$ cat config.mk
export PLATFORM = sky130hd
export DESIGN_NAME = memseq
export DESIGN_NICKNAME = d
export VERILOG_FILES = /design/src/rtl/memseq.sv
export SDC_FILE = /design/constraint.sdc
export NUM_CORES = 1
export LEC_CHECK = 0
export CAP_MARGIN = 20
export CELL_PAD_IN_SITES_DETAIL_PLACEMENT = 0
export CELL_PAD_IN_SITES_GLOBAL_PLACEMENT = 1
export CORE_UTILIZATION = 44
export CTS_CLUSTER_DIAMETER = 150
export DETAILED_ROUTE_END_ITERATION = 12
export HOLD_SLACK_MARGIN = 0.05
export PLACE_DENSITY = 0.95
export SLEW_MARGIN = 20
export SYNTH_ARGS = -nofsm -noshare
export SYNTH_HDL_FRONTEND = slang
export SYNTH_SLANG_ARGS = --single-unit
$ cat constraint.sdc
create_clock -name clk -period 6.3 [get_ports clk]
set_input_delay 0.945 -clock clk [delete_from_list [all_inputs] [get_ports clk]]
set_output_delay 0.945 -clock clk [all_outputs]
set_load 0.005 [all_outputs]
$ cat src/rtl/memseq.sv
// memseq: byte-serial load/store sequencer for the robin CPU.
// Moves one 1, 2, 4 or DATA_BYTES byte access big-endian (MSB at the lowest
// address) over an 8-bit block RAM port with separate read/write addresses.
// Load results are sign- or zero-extended to 8*DATA_BYTES bits.
//
// Ports:
//   clk, reset      clock, asynchronous active-high reset
//   req_*           request handshake (valid/ready), kind, size, sign, addr, data
//   rsp_valid       one-cycle completion pulse
//   rsp_rdata       load result, held until the next load completes
//   busy            access in progress
//   mem_*           8-bit RAM port (read addr, write addr, write data/strobe,
//                   read data returning READ_LATENCY edges after mem_raddr)
module memseq #(
  parameter int addr_width   = 9,
  parameter int DATA_BYTES   = 4,
  parameter int READ_LATENCY = 2
) (
  input  logic                    clk,
  input  logic                    reset,
  input  logic                    req_valid,
  output logic                    req_ready,
  input  logic                    req_write,
  input  logic [1:0]              req_size,
  input  logic                    req_signed,
  input  logic [addr_width-1:0]   req_addr,
  input  logic [8*DATA_BYTES-1:0] req_wdata,
  output logic                    rsp_valid,
  output logic [8*DATA_BYTES-1:0] rsp_rdata,
  output logic                    busy,
  output logic [addr_width-1:0]   mem_raddr,
  output logic [addr_width-1:0]   mem_waddr,
  output logic [7:0]              mem_data_in,
  output logic                    mem_write,
  input  logic [7:0]              mem_data_out
);

  localparam int W  = 8 * DATA_BYTES;
  localparam int CW = $clog2(DATA_BYTES + 1);

  typedef enum logic [1:0] {IDLE, READ, WRITE} state_t;

  state_t                  state;
  logic [CW-1:0]           n_r;        // byte count of the current access
  logic [CW-1:0]           issued;     // addresses issued / bytes written so far
  logic [CW-1:0]           captured;   // read bytes captured so far
  logic                    signed_r;
  logic [W-1:0]            acc;        // read accumulator, MSB first
  logic [W-1:0]            wbuf;       // remaining store bytes, left-aligned
  logic [READ_LATENCY-1:0] vpipe;      // one bit per read byte in flight

  logic [CW-1:0]           req_n;
  int unsigned             req_n_int;
  int unsigned             n_int;
  logic [W-1:0]            req_aligned;
  logic [W-1:0]            load_data;
  logic [W-1:0]            load_ext;
  logic                    sign_bit;
  logic                    accept;
  logic                    issue;
  logic                    capture;

  assign req_ready = (state == IDLE) && !reset;
  assign busy      = (state != IDLE);
  assign accept    = req_valid && req_ready;
  assign n_int     = 32'(n_r);

  // Byte count for the incoming request, clamped to the data path width.
  always_comb begin
    req_n_int = 1;
    case (req_size)
      2'd0:    req_n_int = 1;
      2'd1:    req_n_int = 2;
      2'd2:    req_n_int = 4;
      default: req_n_int = DATA_BYTES;
    endcase
    if (req_n_int > DATA_BYTES) req_n_int = DATA_BYTES;
    req_n = CW'(req_n_int);
    // Left-align the used store bytes so the MSB always leaves from the top.
    req_aligned = req_wdata << (8 * (DATA_BYTES - req_n_int));
  end

  assign issue   = (accept && !req_write) || ((state == READ) && (issued < n_r));
  assign capture = vpipe[READ_LATENCY-1];
  assign load_data = {acc[W-9:0], mem_data_out};

  // Extension of the final load value: bytes at or above n_r are filled.
  always_comb begin
    sign_bit = 1'b0;
    load_ext = '0;
    for (int unsigned b = 0; b < DATA_BYTES; b++) begin
      if (b == n_int - 1) sign_bit = signed_r && load_data[8*b+7];
    end
    for (int unsigned b = 0; b < DATA_BYTES; b++) begin
      if (b < n_int) load_ext[8*b +: 8] = load_data[8*b +: 8];
      else           load_ext[8*b +: 8] = {8{sign_bit}};
    end
  end

  always_ff @(posedge clk or posedge reset) begin
    if (reset) begin
      state       <= IDLE;
      n_r         <= '0;
      issued      <= '0;
      captured    <= '0;
      signed_r    <= 1'b0;
      acc         <= '0;
      wbuf        <= '0;
      vpipe       <= '0;
      rsp_valid   <= 1'b0;
      rsp_rdata   <= '0;
      mem_raddr   <= '0;
      mem_waddr   <= '0;
      mem_data_in <= '0;
      mem_write   <= 1'b0;
    end else begin
      rsp_valid <= 1'b0;

      vpipe[0] <= issue;
      for (int unsigned i = 1; i < READ_LATENCY; i++) vpipe[i] <= vpipe[i-1];

      if (capture) begin
        acc      <= load_data;
        captured <= captured + CW'(1);
      end

      case (state)
        IDLE: begin
          mem_write <= 1'b0;
          if (accept) begin
            n_r      <= req_n;
            signed_r <= req_signed;
            issued   <= CW'(1);
            captured <= '0;
            if (req_write) begin
              mem_waddr   <= req_addr;
              mem_data_in <= req_aligned[W-1 -: 8];
              wbuf        <= req_aligned << 8;
              mem_write   <= 1'b1;
              if (req_n == CW'(1)) rsp_valid <= 1'b1;
              else                 state     <= WRITE;
            end else begin
              mem_raddr <= req_addr;
              state     <= READ;
            end
          end
        end

        READ: begin
          if (issued < n_r) begin
            mem_raddr <= mem_raddr + addr_width'(1);
            issued    <= issued + CW'(1);
          end
          if (capture && (captured == n_r - CW'(1))) begin
            rsp_rdata <= load_ext;
            rsp_valid <= 1'b1;
            state     <= IDLE;
          end
        end

        WRITE: begin
          mem_waddr   <= mem_waddr + addr_width'(1);
          mem_data_in <= wbuf[W-1 -: 8];
          wbuf        <= wbuf << 8;
          mem_write   <= 1'b1;
          issued      <= issued + CW'(1);
          // Last byte goes out now; returning to IDLE lets a follow-on store
          // be accepted in the response cycle with no write gap.
          if (issued == n_r - CW'(1)) begin
            rsp_valid <= 1'b1;
            state     <= IDLE;
          end
        end

        default: state <= IDLE;
      endcase
    end
  end

endmodule

==> impl_metrics.yaml <==
synthesis:
  ys_top_cells_by_area: "dfrtp_1, nand2_1, mux2_2"
  yosys_most_used_dff: "dfrtp_1"
  yosys_warnings: 0
  ys_ff_latch: 122
  synth-edff-count: 0
  synth_nets: 701
  avgSynthCellArea_sq_um: 10.0
  syn_area_sq_um: 6270
  synth_largest_area_cell: "dfrtp_1"
  synth_cells: 626
  synth_top_area_share_pct: 48.7
  synth-seq-area-share_pct: 48.7
  synth_cell_type_count: 53
  async_reset_ff_share_pct: 100
placed_design:
  io_buffers: 117
  detailed_place_hpwl_um: 10600
  place_inst: 893
  gp_congestion: 0.846
job:
  drv_cap: 0
floorplan:
  die-area_sq_um: 14700
  die_h_um: 121
  core_area_sq_um: 13900
  initial_core_util_pct: 45.2
  num_rows: 43
  die_x_um: 121
  num_io_pins: 118
cells_and_area:
  drive_gt1_share_pct: 11.9
  fin_nets: 807
  layout_commonest_cell: "dfrtp_1"
  layout.cells.non_filler: 925
  syn_to_final_growth_pct: 31.2
  final_cell_mix: "dfrtp_1, clkdlybuf4s50_1, nand2_1, o21ai_0, a21oi_1"
  num_antenna_cells: 0
timing:
  setup-violations-final: 0
  tightest_slew_ns: 0.821
  fmax_mhz: 289
  drv_slew: 0
  rsz0062_at_grt: "no"
  fin_crit_ns: 3.46
  skew_ns: 0.00789
  setup_tns_ns: 0
  finalHoldViolations: 0
  fin_crit_sh_pct: 55.0
  slew-limit-headroom_pct: 45.3
power_and_ir_drop:
  max-vdd-ir-drop_mv: 0.241
  power_density_nw_per_um2: 505
  p_leak_nw: 3.47
worst_setup_path:
  cp-end-kind: "register"
  path_max_fanout: 29
  worstSetupStartpointType: "input pin"
  cp.arrival_ns: 3.76
  crit_type: "in2reg"
  cp.required_ns: 6.60
routing:
  antenna_left: 0
  wl_per_cell_um: 16.8
  drtIter0Drc: 406
  drt_pre_antenna_iters: 5
  wirelength_um: 15500
  viasPerCell: 5.72
  vias: 5290
  drc: 0
clocking:
  clk_latency_ns: 0.42
  clock-sinks: 122
  cts_hold_buf: 0
  post_cts_buffers: 0
  clkTransAtPathRegs_ns: 0.06
  clockBufferDepth: 2
  numCtsBuffers: 17
  cts_resized: 0
  cts_tree: "built"
  h-tree-depth: 4
  root_buffer: "clkbuf_16"
global_route:
  grt_usage_pct: 22.4
  grt_pass1_vias: 5100
  grt_start_max_net_pins: 64
  grt-ovfl-total: 0
  grt_pass1_wl_um: 25500
  antenna_found_initial: 0
status:
  outcome: "finished clean"
min_path:
  min_path_type: "reg2reg"
## worst paths after layout
| kind | slack, ns | cells after the start | start | end |
|---|---|---|---|---|
| max in group asynchronous | 3.92 | 3 | reset | acc[19]$_DFFE_PP0P_ |
| min in group asynchronous | 1.11 | 2 | reset | mem_raddr[2]$_DFFE_PP0P_ |
| min reg2reg | 0.35 | 0 | vpipe[0]$_DFF_PP0_ | vpipe[1]$_DFF_PP0_ |
| min | 0.35 | 0 | vpipe[0]$_DFF_PP0_ | vpipe[1]$_DFF_PP0_ |
| max reg2reg | 3.55 | 6 | state[1]$_DFFE_PP0P_ | rsp_rdata[9]$_DFFE_PP0P_ |
| max | 2.84 | 8 | req_size[1] | wbuf[20]$_DFFE_PP0P_ |
## cells in the mapped netlist (all sizes together) (2+ instances only)
cell / number
o211ai: 2
nand2b: 8
nand3: 24
nor2b: 3
and3: 3
a2bb2oi: 11
a221oi: 8
inv: 11
nor2: 39
o221ai: 8
mux4: 8
a21oi: 43
dfrtp: 122
o22ai: 6
nand2: 103
a22o: 2
and2: 3
mux2: 32
mux2i: 15
ha: 19
o21ai: 48
a31oi: 9
or3: 2
clkbuf: 18
nor3: 8
buf: 19
a32oi: 3
o21a: 2
xnor2: 3
a221o: 4
clkinv: 2
xor2: 6
a21o: 17
and4: 3
## registers in the layout, indices dropped and copies added, names as in the netlist
name         cells
wbuf            24
mem_waddr        9
vpipe            2
signed_r         1
captured         3
mem_write        1
mem_data_in      8
rsp_rdata       32
rsp_valid        1
state            2
issued           3
n_r              3
acc             24
mem_raddr        9
## per-layer routing
layer | part of all wire, % | wire length, um | vias up | global-route usage (%)
met4 | 1.9 | 299 | 0 | 9.03
met2 | 48 | 7530 | 198 | 36.0
met5 | 0 | 0 | - | 0
met1 | 44 | 6790 | 2603 | 29.4
li1 | - | - | 2466 | -
met3 | 5.9 | 916 | 23 | 4.51
## power breakdown
| group | internal, W | leakage [nW] | switching (W) | total, W |
|---|---|---|---|---|
| logic | 0.000831 | 1.74 | 0.000770 | 0.00160 |
| clock network | 0.000742 | 0.317 | 0.000353 | 0.00110 |
| registers | 0.00116 | 1.41 | 0.000304 | 0.00146 |
| total | 0.00273 | 3.47 | 0.00143 | 0.00416 |
## cell families (layout without fill, tap and decap cells)
group / Yosys count / count (layout) / synth area share, %
and+or+nand+nor: 200 / 200 / 14.0
AOI/OAI and AO/OA: 171 / 171 / 17.8
DFF: 122 / 122 / 48.7
muxes: 55 / 55 / 11.0
buffers and inverters: 50 / 169 / 3.51
adders and majority gates: 19 / 19 / 3.79
xor gates and xnor gates: 9 / 9 / 1.26
## critical path, stage by stage
cell             delay [ns]
clkdlybuf4s50_1        0.43
nor2_2                 0.12
buf_4                  0.37
inv_2                  0.20
ha_1                   0.87
nor2_1                 0.35
a221oi_1               0.37
nor2_1                 0.08
## per-stage QoR
stage | hold WS, ns | area [sq um] | total power, W | worst slack, ns | utilization, %
after CTS | 0.351 | 8240 | 0.00418 | 2.87 | 59.3
final | 0.348 | 8240 | 0.00416 | 2.84 | 59.3
after floorplan | 0.331 | 6270 | 0.00236 | 2.11 | -
after global routing | 0.365 | 8240 | 0.00444 | 2.59 | 59.3
after global placement | 0.333 | 7560 | 0.00300 | 2.51 | 54.5
after detailed placement | 0.339 | 7560 | 0.00306 | 2.43 | 54.5
## cell type report
type | instances | area [sq um]
clock buffers | 21 | 480
clock inverters | 11 | 190
fillers | 1154 | 5650
inverters | 13 | 51.3
multi-input cells | 454 | 3010
flip-flops and latches | 122 | 3050
well taps | 180 | 225
repair buffers | 124 | 1220
Note: power is estimated with default switching activity, not from simulation.
